==> src/rtl/bist_tpg_gen_if.sv <==
// Stream and control bundle between a BIST controller and the test-pattern generator.
interface bist_tpg_gen_if #(
  parameter int WIDTH = 8,
  parameter int CNT_W = 16
);
  logic             start;
  logic             abort;
  logic [1:0]       mode;
  logic [CNT_W-1:0] pattern_count;
  logic             seed_load;
  logic [WIDTH-1:0] seed_in;
  logic             tpg_ready;
  logic [WIDTH-1:0] tpg_out;
  logic             tpg_valid;
  logic             busy;
  logic             done;

  modport master (
    output start, abort, mode, pattern_count, seed_load, seed_in, tpg_ready,
    input  tpg_out, tpg_valid, busy, done
  );

  modport slave (
    input  start, abort, mode, pattern_count, seed_load, seed_in, tpg_ready,
    output tpg_out, tpg_valid, busy, done
  );
endinterface

==> src/rtl/bist_tpg_gen.sv <==
// Multi-mode BIST pattern source: LFSR, walking-one, binary count and checkerboard
// patterns streamed over valid/ready, with run control and a loadable seed.
module bist_tpg_gen #(
  parameter int               WIDTH = 8,
  parameter logic [WIDTH-1:0] TAPS  = WIDTH'(8'hB8),
  parameter logic [WIDTH-1:0] SEED  = '1,
  parameter int               CNT_W = 16
) (
  input  logic          clk,
  input  logic          reset,
  bist_tpg_gen_if.slave tif
);
  typedef enum logic [1:0] {S_IDLE, S_RUN, S_DONE} state_t;

  localparam logic [1:0] M_LFSR = 2'b00;
  localparam logic [1:0] M_WALK = 2'b01;
  localparam logic [1:0] M_CNT  = 2'b10;

  state_t           r_state, w_state_nxt;
  logic [WIDTH-1:0] r_seed, r_q;
  logic [1:0]       r_mode;
  logic [CNT_W-1:0] r_remaining;
  logic [WIDTH-1:0] w_lfsr, w_q_adv, w_q_init;
  logic             w_accept, w_last;

  assign w_accept = (r_state == S_RUN) & tif.tpg_ready;
  assign w_last   = (r_remaining == CNT_W'(1));

  always_ff @(posedge clk or posedge reset) begin
    if (reset) r_state <= S_IDLE;
    else       r_state <= w_state_nxt;
  end

  // abort outranks an accept landing in the same cycle
  always_comb begin
    w_state_nxt = r_state;
    case (r_state)
      S_IDLE: if (tif.start) w_state_nxt = (tif.pattern_count == '0) ? S_DONE : S_RUN;
      S_RUN: begin
        if (tif.abort)             w_state_nxt = S_IDLE;
        else if (w_accept && w_last) w_state_nxt = S_DONE;
      end
      S_DONE:  w_state_nxt = S_IDLE;
      default: w_state_nxt = S_IDLE;
    endcase
  end

  // next pattern; an all-zero LFSR result (only possible with non-maximal taps) reseeds
  always_comb begin
    w_lfsr  = {r_q[WIDTH-2:0], ^(r_q & TAPS)};
    w_q_adv = ~r_q;
    case (r_mode)
      M_LFSR:  w_q_adv = (w_lfsr == '0) ? r_seed : w_lfsr;
      M_WALK:  w_q_adv = {r_q[WIDTH-2:0], r_q[WIDTH-1]};
      M_CNT:   w_q_adv = r_q + WIDTH'(1);
      default: w_q_adv = ~r_q;
    endcase
  end

  always_comb begin
    w_q_init = {(WIDTH/2){2'b01}};
    case (tif.mode)
      M_LFSR:  w_q_init = r_seed;
      M_WALK:  w_q_init = WIDTH'(1);
      M_CNT:   w_q_init = '0;
      default: w_q_init = {(WIDTH/2){2'b01}};
    endcase
  end

  always_ff @(posedge clk or posedge reset) begin
    if (reset) begin
      r_seed      <= SEED;
      r_q         <= SEED;
      r_mode      <= M_LFSR;
      r_remaining <= '0;
    end else begin
      case (r_state)
        S_IDLE: begin
          if (tif.start) begin
            r_mode      <= tif.mode;
            r_remaining <= tif.pattern_count;
            r_q         <= w_q_init;
          end else if (tif.seed_load) begin
            r_seed <= (tif.seed_in == '0) ? SEED : tif.seed_in;
          end
        end
        S_RUN: begin
          if (!tif.abort && w_accept) begin
            r_q         <= w_q_adv;
            r_remaining <= r_remaining - CNT_W'(1);
          end
        end
        default: ;
      endcase
    end
  end

  assign tif.tpg_out   = r_q;
  assign tif.tpg_valid = (r_state == S_RUN);
  assign tif.busy      = (r_state == S_RUN);
  assign tif.done      = (r_state == S_DONE);
endmodule
==> src/flat_wrapper.sv <==
// flat-port wrapper written by rule: the top's interface ports become plain ports
module bist_tpg_gen_flat 
#(
  parameter int               WIDTH = 8,
  parameter logic [WIDTH-1:0] TAPS  = WIDTH'(8'hB8),
  parameter logic [WIDTH-1:0] SEED  = '1,
  parameter int               CNT_W = 16
)
  (clk, reset, tif_start, tif_abort, tif_mode, tif_pattern_count, tif_seed_load, tif_seed_in, tif_tpg_ready, tif_tpg_out, tif_tpg_valid, tif_busy, tif_done);
  bist_tpg_gen_if #(.WIDTH(WIDTH), .CNT_W(CNT_W)) tif_i ();
  input  logic clk;
  input  logic reset;
  input wire logic [$bits(tif_i.start)-1:0] tif_start;
  input wire logic [$bits(tif_i.abort)-1:0] tif_abort;
  input wire logic [$bits(tif_i.mode)-1:0] tif_mode;
  input wire logic [$bits(tif_i.pattern_count)-1:0] tif_pattern_count;
  input wire logic [$bits(tif_i.seed_load)-1:0] tif_seed_load;
  input wire logic [$bits(tif_i.seed_in)-1:0] tif_seed_in;
  input wire logic [$bits(tif_i.tpg_ready)-1:0] tif_tpg_ready;
  output wire logic [$bits(tif_i.tpg_out)-1:0] tif_tpg_out;
  output wire logic [$bits(tif_i.tpg_valid)-1:0] tif_tpg_valid;
  output wire logic [$bits(tif_i.busy)-1:0] tif_busy;
  output wire logic [$bits(tif_i.done)-1:0] tif_done;
  assign tif_i.start = tif_start;
  assign tif_i.abort = tif_abort;
  assign tif_i.mode = tif_mode;
  assign tif_i.pattern_count = tif_pattern_count;
  assign tif_i.seed_load = tif_seed_load;
  assign tif_i.seed_in = tif_seed_in;
  assign tif_i.tpg_ready = tif_tpg_ready;
  assign tif_tpg_out = tif_i.tpg_out;
  assign tif_tpg_valid = tif_i.tpg_valid;
  assign tif_busy = tif_i.busy;
  assign tif_done = tif_i.done;
  bist_tpg_gen #(.WIDTH(WIDTH), .TAPS(TAPS), .SEED(SEED), .CNT_W(CNT_W)) u_core (.clk(clk), .reset(reset), .tif(tif_i));
endmodule
==> config.mk <==
export PLATFORM = sky130hd
export DESIGN_NAME = bist_tpg_gen_flat
export DESIGN_NICKNAME = d
export VERILOG_FILES = /design/src/rtl/bist_tpg_gen_if.sv /design/src/rtl/bist_tpg_gen.sv /design/src/flat_wrapper.sv
export SDC_FILE = /design/constraint.sdc
export NUM_CORES = 1
export LEC_CHECK = 0
export BUFFER_PORTS_ARGS = -buffer_cell sky130_fd_sc_hd__buf_4
export CAP_MARGIN = 20
export CORE_ASPECT_RATIO = 0.7
export CORE_UTILIZATION = 57
export DETAILED_ROUTE_END_ITERATION = 10
export GPL_TIMING_DRIVEN = 0
export PLACE_DENSITY = 0.81
export SLEW_MARGIN = 20
export SYNTH_ARGS = -nofsm -noshare
export SYNTH_HDL_FRONTEND = slang
export SYNTH_SLANG_ARGS = --single-unit
==> constraint.sdc <==
create_clock -name clk -period 2.6 [get_ports clk]
set_input_delay 0.13 -clock clk [delete_from_list [all_inputs] [get_ports clk]]
set_output_delay 0.13 -clock clk [all_outputs]
set_load 0.02 [all_outputs]
==> results of run 1 <==
## logic make-up after synthesis
kind of cell / synth area share (%)
AND/OR/NAND/NOR: 25.16
AO/OA/AOI/OAI: 26.32
flip-flops: 35.75
buffers and inverters: 6.799
adder cells (fa/ha/maj): 2.914
multiplexers: 2.040
XOR/XNOR: 1.020
## area by class of cell
class,instances,area (um^2)
repair buffers,42,315.3
clock buffers,6,72.57
well taps,55,68.82
flip-flops and latches,36,920.9
inverters,13,48.80
clock inverters,1,5.005
fillers,364,1291
multi-input cells,226,1480
plain buffers,19,126.4
## cells in the final DEF, fill, tap and decap left out, drive strengths merged, types with 4 or more instances in the layout
cell	Yosys	layout
o21a	4	4
nor3	6	6
o211ai	7	7
o21ai	18	18
nand2	23	23
nand3	9	9
dfstp	16	16
a31oi	8	8
clkbuf	12	18
inv	13	13
nand4	5	5
nor2	21	21
or3	7	7
a211oi	5	5
ha	6	6
o22a	12	12
nor2b	4	4
buf	7	49
nor4	11	11
nor4b	4	4
a21oi	21	21
dfrtp	20	20
## sequential cells by signal, summed over array words and instances (netlist names)
name and cells:
u_core.r_mode 2, u_core.r_seed 8, u_core.r_remaining 16, u_core.tif.tpg_out 8, u_core.r_state 2
## per-layer routing
layer | up-vias | routed length [um] | global-route usage [%]
met5 | - | 0 | 0
met4 | 0 | 65 | 9.023
met3 | 11 | 993 | 8.819
met2 | 189 | 3120 | 48.41
met1 | 1249 | 3461 | 54.45
li1 | 1220 | - | -
## stage by stage
stage                     hold WS (ns)  power [mW]  cells  util, %
after CTS                     0.003644       2.647    398    70.17
after global routing           0.04986       2.844    398    70.17
after global placement          0.3515       2.213    391    68.38
final                         -0.02151       2.680    398    70.17
after floorplan                 0.2577       1.858    294        -
after detailed placement        0.3197       2.254    391    68.38
## power by group through the flow
| stage | Combinational, mW | Clock (mW) | Sequential, mW |
|---|---|---|---|
| global route | 1.31 | 0.414 | 1.12 |
| detailed placement | 1.17 | 0 | 1.09 |
| floorplan | 0.783 | 0 | 1.07 |
| finish | 1.19 | 0.390 | 1.09 |
| global placement | 1.14 | 0 | 1.08 |
| CTS | 1.17 | 0.393 | 1.08 |
## critical path, stage by stage, from the launching register on
cell and delay [ns]:
dfrtp_1 0.37, buf_2 0.23, nand3b_1 0.14, a21oi_1 0.84, clkbuf_1 0.58, o211ai_1 0.16, o21ai_0 0.13
## how the worst max path moves through the flow
stage | slack, ns | from | depth (start not counted) | endpoint
final | 0.06 | u_core.r_state[0] | 6 | u_core.r_remaining[1]
after detailed placement | 0.19 | u_core.r_state[0] | 6 | u_core.r_remaining[12]
after floorplan | 0.61 | u_core.r_remaining[0] | 6 | u_core.r_remaining[6]
after CTS | 0.18 | u_core.r_state[1] | 6 | tif_tpg_valid
after global placement | 0.29 | u_core.r_state[0] | 6 | u_core.r_remaining[1]
after global routing | 0.007 | u_core.r_state[0] | 6 | u_core.r_remaining[12]
==> impl_metrics.env, run 1 <==
export IMPL_outcome="finished, violations left"
export IMPL_violations="negative hold slack"
export IMPL_end_kind="register"
export IMPL_critPathKind="reg -> reg"
export IMPL_p_comb_share_pct=44.6
export IMPL_vdd_drop_max_v=0.0005910
export IMPL_rows=20
export IMPL_yosys_area_top_type_share_pct=19.43
export IMPL_worst_clock_skew_ns=0.01064
export IMPL_pre_cts_ws_ns=0.1939
export IMPL_synthTopCellsByCount="23 x nand2_1, 21 x nor2_1, 20 x a21oi_1, 20 x dfrtp_1, 17 x o21ai_0"
export IMPL_diodes=0
export IMPL_dp_hpwl_um=5481
export IMPL_globalRouteTotalUtil_pct=35.23
export IMPL_synth_async_reset_ratio_pct=100.0
export IMPL_wl_per_cell_um=19.20
export IMPL_fin_ws_ns=0.05987
export IMPL_antenna_left=0
export IMPL_yosysTopAreaCell="dfrtp_1"
export IMPL_worstPathRequired_ns=2.81
export IMPL_drv_cap=0
export IMPL_p_clk_share_pct=14.6
export IMPL_finalMaxSlewViolations=0
export IMPL_ys_seq_area_share_pct=35.75
export IMPL_hold_violations=20
export IMPL_clockBufferDepth=2
export IMPL_arrival_ns=2.75
export IMPL_r2r_start="u_core.r_state[0]"
export IMPL_vias=2669
export IMPL_gp_congestion=0.9761
export IMPL_r2r_end="u_core.r_remaining[1]"
export IMPL_synth_cells=294
export IMPL_clk_latency_ns=0.30
export IMPL_post_route_period_util_pct=97.70
export IMPL_rsz0062_at_grt="false"
export IMPL_grt_pass1_wl_um=12360
export IMPL_die_area_mm2=0.004797
export IMPL_cts_root_buf="clkbuf_8"
export IMPL_fmax_mhz=393.7
export IMPL_yosysUniqueCellTypes=64
export IMPL_p_leak_nw=1.233
export IMPL_gr_total_overflow=0
export IMPL_grt_max_degree=37
export IMPL_drive_above_1_share_pct=27.41
export IMPL_syn_area_mm2=0.002576
export IMPL_switchingPower_mw=1.158
export IMPL_htree_num_levels=2
export IMPL_p_int_mw=1.522
export IMPL_synth_edf_count=0
export IMPL_synthMostInstantiatedCell="nand2_1"
export IMPL_pwr_share_seq_pct=40.8
export IMPL_relSlewSlack_pct=28.18
export IMPL_reg2reg_depth=6
export IMPL_power_density_mw_per_mm2=882.1
export IMPL_setup_viol=0
export IMPL_tns_ns=0
export IMPL_antenna_found_initial=0
export IMPL_reg2reg_slack_ns=0.06
export IMPL_grt_pass1_vias=2389
export IMPL_tightest_slew_ns=1.077
export IMPL_numPortBuffers=42
export IMPL_synth_nets=332
export IMPL_synth_area_leaders="dfrtp_1 19%, dfstp_2 16%, o22a_1 4.1%, a21oi_1 3.9%, nand2_1 3.4%"
export IMPL_yosys_warnings=0
export IMPL_dpl_cell_area_mm2=0.002960
export IMPL_holdBufCountCts=0
export IMPL_numCtsBuffers=5
export IMPL_yosys_most_used_dff="dfrtp_1"
export IMPL_clkTransAtPathRegs_ns=0.08
export IMPL_critPathMaxFanout=10
export IMPL_p_sw_share_pct=43.20
export IMPL_syn_area_per_cell_um2=8.763
export IMPL_fin_nets=381
export IMPL_cts_resized_gates=0
export IMPL_min_path_type="in -> async"
export IMPL_clock_sinks=36
export IMPL_viasPerCell=6.706
export IMPL_drt_total_wl_um=7641
export IMPL_final_cell_area_mm2=0.003038
export IMPL_dr_pass1_iters=5
export IMPL_hold_slack_ns=-0.02151
export IMPL_chipHeight_um=58.25
export IMPL_layout_min_cycle_time_ns=2.540
export IMPL_drc=0
export IMPL_synth_seq_cells=36
export IMPL_start_util_pct=59.51
export IMPL_die_w_um=82.36
export IMPL_area_growth_syn_to_layout_pct=17.92
export IMPL_io_pins=43
export IMPL_start_kind="register"
export IMPL_cts_tree="yes"
export IMPL_fp_coreArea_mm2=0.004329
export IMPL_postCtsSetupRepairBufs=0
export IMPL_drt_iter0_markers=367
Power figures use the tool's default switching activity.
==> run 2, diff against run 1 <==
- CORE_UTILIZATION: 57 -> 51
- GPL_TIMING_DRIVEN: 0 -> 1
- PLACE_DENSITY: 0.81 -> 0.76
- clock period: 2.6 -> 2.2 ns (I/O delays scaled with it)
==> run 2 against run 1 <==
The run now ends clean. Register-to-register slack better by 0.11 ns. Non-clock buffer count fell by 3. Clock power is 44% higher. Critical endpoint is now u_core.tif.tpg_out[5]. Count of clock-buffer cells in the layout unchanged.
==> impl_metrics.env, run 2 (same netlist as run 1, synthesis figures left out) <==
export IMPL_worstHoldStart="tif_seed_in[4]"
export IMPL_start_kind="register"
export IMPL_reg2reg_slack_ns=0.17
export IMPL_drt_total_wl_um=7498
export IMPL_hold_end="u_core.r_seed[4]"
export IMPL_post_route_period_util_pct=92.19
export IMPL_tightest_slew_ns=0.5236
export IMPL_cpLargestDelayFamily="compound AO/OA/AOI/OAI gates"
export IMPL_antenna_left=0
export IMPL_fin_nets=378
export IMPL_die_area_mm2=0.005344
export IMPL_reg2reg_depth=6
export IMPL_hold_violations=0
export IMPL_finalMaxSlewViolations=0
export IMPL_path_cells="nand2b_2 -> inv_1 -> buf_4 -> o22ai_1 -> a311oi_1 -> a31oi_1"
export IMPL_cts_tree="yes"
export IMPL_hold_slack_ns=0.02217
export IMPL_drive_above_1_share_pct=30.50
export IMPL_numPortBuffers=42
export IMPL_power_density_mw_per_mm2=1050
export IMPL_grt_pass1_vias=2291
export IMPL_end_kind="register"
export IMPL_io_pins=43
export IMPL_arrival_ns=2.24
export IMPL_chipHeight_um=61.47
export IMPL_vias=2627
export IMPL_min_path_type="in -> reg"
export IMPL_clk_latency_ns=0.30
export IMPL_clock_sinks=36
export IMPL_drt_iter0_markers=261
export IMPL_relSlewSlack_pct=64.86
export IMPL_layout_common_cells="57 x buf_4, 23 x nand2_1, 20 x nor2_1, 20 x a21oi_1, 20 x dfrtp_1"
export IMPL_globalRouteTotalUtil_pct=29.99
export IMPL_fp_coreArea_mm2=0.004808
export IMPL_mostFrequentLayoutCell="buf_4"
export IMPL_area_growth_syn_to_layout_pct=20.50
export IMPL_p_leak_nw=1.266
export IMPL_outcome="finished, final reports clean"
export IMPL_clkTransAtPathRegs_ns=0.08
export IMPL_diodes=0
export IMPL_vdd_drop_max_v=0.0004874
export IMPL_grt_pass1_wl_um=11940
export IMPL_dr_pass1_iters=5
export IMPL_worst_path_stages=6
export IMPL_drc=0
export IMPL_wl_per_cell_um=18.29
export IMPL_r2r_start="u_core.r_state[1]"
export IMPL_viasPerCell=6.407
export IMPL_pre_cts_ws_ns=0.05066
export IMPL_gr_total_overflow=0
export IMPL_fmax_mhz=493.1
export IMPL_die_w_um=86.95
export IMPL_setup_viol=0
export IMPL_tns_ns=0
export IMPL_worstPathRequired_ns=2.41
export IMPL_htree_num_levels=2
export IMPL_start_util_pct=53.58
export IMPL_top_register="u_core.r_remaining"
export IMPL_r2r_end="u_core.tif.tpg_out[5]"
export IMPL_post_route_util_pct=64.56
export IMPL_rsz0062_at_grt="false"
export IMPL_numCtsBuffers=5
export IMPL_fin_ws_ns=0.1718
export IMPL_largest_reg_flops=16
export IMPL_cts_root_buf="clkbuf_8"
export IMPL_worst_clock_skew_ns=0.003148
export IMPL_grt_max_degree=37
export IMPL_drv_cap=0
export IMPL_clockBufferDepth=2
export IMPL_gp_congestion=0.8614
export IMPL_rows=21
export IMPL_antenna_found_initial=0
export IMPL_critPathMaxFanout=25
export IMPL_crit_path_top_delay_cell="dfrtp_1"
export IMPL_critical_path_buf_inv_count=2
export IMPL_layout_min_cycle_time_ns=2.028
export IMPL_critPathKind="reg -> reg"
export IMPL_critical_path_max_stage_delay_ns=0.52
export IMPL_hold_depth=2
export IMPL_dp_hpwl_um=5181
-- run 2: per-layer routing --
metal | track usage [%] | wire length (um) | up-vias
met3 | 8.311 | 712 | 4
met5 | 0 | 0 | -
li1 | - | - | 1210
met2 | 43.53 | 3160 | 140
met1 | 44.76 | 3599 | 1273
met4 | 5.714 | 26 | 0
-- run 2: power breakdown --
part | internal [mW] | switching, mW | total [mW]
Clock | 0.290 | 0.273 | 0.563
Sequential | 0.968 | 0.351 | 1.32
Combinational | 0.619 | 0.757 | 1.38
-- run 2: area by class of cell --
cell class | count | area (um^2)
Clock buffer | 6 | 93.84
Tap cell | 69 | 86.33
Fill cell | 406 | 1704
Timing Repair Buffer | 58 | 437.9
Inverter | 13 | 48.80
Clock inverter | 2 | 12.51
Multi-Input combinational cell | 226 | 1504
Sequential cell | 36 | 920.9
-- run 2: per-stage QoR --
| stage | cells | area [um^2] | total power, mW |
|---|---|---|---|
| after floorplan | 294 | 2576 | 2.196 |
| after global placement | 401 | 2964 | 2.591 |
| after detailed placement | 401 | 2964 | 2.634 |
| after CTS | 410 | 3080 | 3.207 |
| after global routing | 410 | 3104 | 3.486 |
| final | 410 | 3104 | 3.258 |
-- run 2: worst max-delay path by stage --
| stage | from | endpoint |
|---|---|---|
| floorplan | u_core.r_remaining[0] | u_core.r_remaining[6] |
| global placement | u_core.r_remaining[1] | u_core.r_remaining[6] |
| detailed placement | u_core.r_remaining[1] | u_core.r_remaining[10] |
| CTS | u_core.r_remaining[1] | u_core.r_remaining[6] |
| global route | u_core.r_remaining[2] | u_core.r_remaining[15] |
| finish | u_core.r_state[1] | u_core.tif.tpg_out[5] |
-- run 2: timing repair --
action | in CTS | in global routing
resized for setup | 0 | 5
endpoints found under the hold margin | 20 | 0
setup buffers | 0 | 0
hold buffers | 1 | 0
setup endpoints to repair | 0 | 6
==> run 3, diff against run 2 <==
- CELL_PAD_IN_SITES_DETAIL_PLACEMENT: unset -> 0
- CELL_PAD_IN_SITES_GLOBAL_PLACEMENT: unset -> 2
- CORE_UTILIZATION: 51 -> 31
- PLACE_DENSITY: 0.76 -> unset
- PLACE_DENSITY_LB_ADDON: unset -> 0.1
- clock period: 2.2 -> 1.75 ns (I/O delays scaled with it)
==> run 3 against run 2 <==
The run now ends with design-rule violations left. Wire length is 15% higher. Flip-flop and latch count did not move. Final cell count rose by 18%. Critical path depth is 1 lower. Critical endpoint is now u_core.tif.tpg_out[7]. Largest cell class unchanged. Largest power group unchanged.
==> impl_metrics.env, run 3 (same netlist as run 1, synthesis figures left out) <==
export IMPL_globalRouteTotalUtil_pct=20.97
export IMPL_grt_pass1_wl_um=14120
export IMPL_numPortBuffers=42
export IMPL_post_route_util_pct=45.98
export IMPL_start_util_pct=32.31
export IMPL_pre_cts_ws_ns=-0.05777
export IMPL_chipHeight_um=78.27
export IMPL_wl_per_cell_um=17.88
export IMPL_gr_total_overflow=0
export IMPL_clkTransAtPathRegs_ns=0.06
export IMPL_grt_pass1_vias=2558
export IMPL_arrival_ns=1.91
export IMPL_hold_violations=0
export IMPL_worst_clock_skew_ns=0.007628
export IMPL_top_usage_layer="met1"
export IMPL_fmax_mhz=580.7
export IMPL_gp_congestion=0.7765
export IMPL_antenna_left=0
export IMPL_layout_common_cells="94 x buf_4, 23 x nand2_1, 19 x nor2_1, 19 x a21oi_1, 18 x dfrtp_1"
export IMPL_outcome="finished, violations left"
export IMPL_post_route_period_util_pct=98.40
export IMPL_dr_pass1_iters=8
export IMPL_rows=27
export IMPL_mostFrequentLayoutCell="buf_4"
export IMPL_htree_num_levels=2
export IMPL_final_cell_area_mm2=0.003666
export IMPL_rsz0062_at_grt="true"
export IMPL_critPathMaxFanout=5
export IMPL_critical_path_max_stage_delay_ns=0.58
export IMPL_finalMaxSlewViolations=0
export IMPL_fill_cells=799
export IMPL_grt_max_degree=37
export IMPL_drc=2
export IMPL_dp_hpwl_um=6288
export IMPL_cts_root_buf="clkbuf_16"
export IMPL_top_register="u_core.r_remaining"
export IMPL_critPathKind="reg -> reg"
export IMPL_clock_sinks=36
export IMPL_min_path_type="in -> reg"
export IMPL_dpl_cell_area_mm2=0.003329
export IMPL_place_inst=468
export IMPL_clockBufferDepth=2
export IMPL_cts_tree="yes"
export IMPL_violations="design-rule violations"
export IMPL_p_leak_nw=1.512
export IMPL_vias=2699
export IMPL_antenna_found_initial=0
export IMPL_die_w_um=111.0
export IMPL_final_cells=483
export IMPL_area_growth_syn_to_layout_pct=42.30
export IMPL_setup_viol=0
export IMPL_tightest_slew_ns=0.5997
export IMPL_fp_coreArea_mm2=0.007973
export IMPL_fin_ws_ns=0.02807
export IMPL_drt_iter0_markers=157
export IMPL_numCtsBuffers=5
export IMPL_io_pins=43
export IMPL_end_kind="register"
export IMPL_fin_nets=419
export IMPL_die_area_mm2=0.008685
export IMPL_hold_slack_ns=0.02309
export IMPL_worstPathRequired_ns=1.94
export IMPL_drv_cap=0
export IMPL_power_density_mw_per_mm2=1379
export IMPL_drt_total_wl_um=8635
export IMPL_start_kind="register"
export IMPL_tns_ns=0
export IMPL_viasPerCell=5.588
export IMPL_largest_reg_flops=16
export IMPL_clk_latency_ns=0.28
export IMPL_diodes=0
export IMPL_crit_path_top_delay_cell="or4_4"
export IMPL_layout_min_cycle_time_ns=1.722
export IMPL_met2_usage_pct=28.30
export IMPL_path_cells="or4_4 -> nor4_4 -> buf_4 -> a21oi_2 -> o311ai_2"
export IMPL_drive_above_1_share_pct=43.46
export IMPL_grt_use_met1_pct=33.80
export IMPL_use_met3_pct=3.320
export IMPL_relSlewSlack_pct=59.46
export IMPL_total_power_mw=5.057
export IMPL_vdd_drop_max_v=0.0004849
run 3: cell count changes in the layout (fill, tap and decap cells not counted), moves of 3 or more:
cell       delta
nor3_2        +3
inv_1         -3
buf_4        +37
clkbuf_8      -5
inv_2         +3
nor3_1        -4
clkbuf_16     +4
run 3: report_power, final:
group / internal [mW] / switching, mW / leakage (nW)
sequential: 1.22 / 0.315 / 0.401
clock: 0.531 / 0.374 / 0.0703
combinational: 1.25 / 1.37 / 1.04
run 3: area by class of cell:
class,instances,area (um^2),area share (%)
Tap cell,101,126.4,3.447
Clock buffer,5,125.1,3.413
Inverter,13,48.80,1.331
Multi-Input combinational cell,226,1642,44.78
Clock inverter,3,22.52,0.6143
Sequential cell,36,923.4,25.19
Timing Repair Buffer,99,778.2,21.23
run 3: what timing repair did:
item	in CTS	in global routing
hold endpoints to repair	20	0
gates resized for setup	10	22
buffers inserted	1	4
cloned	0	1
endpoints found under the setup margin	9	17
hold buffers	1	0
pin swaps	3	8
run 3: final timing paths:
path / start / endpoint / slack, ns / depth (start not counted)
hold reg to reg: u_core.r_seed[6] / u_core.tif.tpg_out[6] / 0.50 / 2
hold / removal: tif_seed_in[3] / u_core.r_seed[3] / 0.02 / 2
setup / recovery: u_core.tif.tpg_out[6] / u_core.tif.tpg_out[7] / 0.03 / 5
min in group asynchronous: reset / u_core.r_remaining[13] / 0.49 / 4
setup reg to reg: u_core.tif.tpg_out[6] / u_core.tif.tpg_out[7] / 0.03 / 5
max in group asynchronous: reset / u_core.r_remaining[3] / 0.89 / 4
run 3: critical path: cells and delay by family (launching register included):
family | cells | cell delay (ns)
simple gates | 2 | 0.79
buf+inv | 1 | 0.18
flops | 1 | 0.37
compound gates | 2 | 0.28
run 3: routing by layer:
layer | wire length [um] | vias to the layer above
li1 | - | 1300
met1 | 4812 | 1326
met2 | 3382 | 68
met3 | 393 | 5
met4 | 48 | 0
met5 | 0 | -
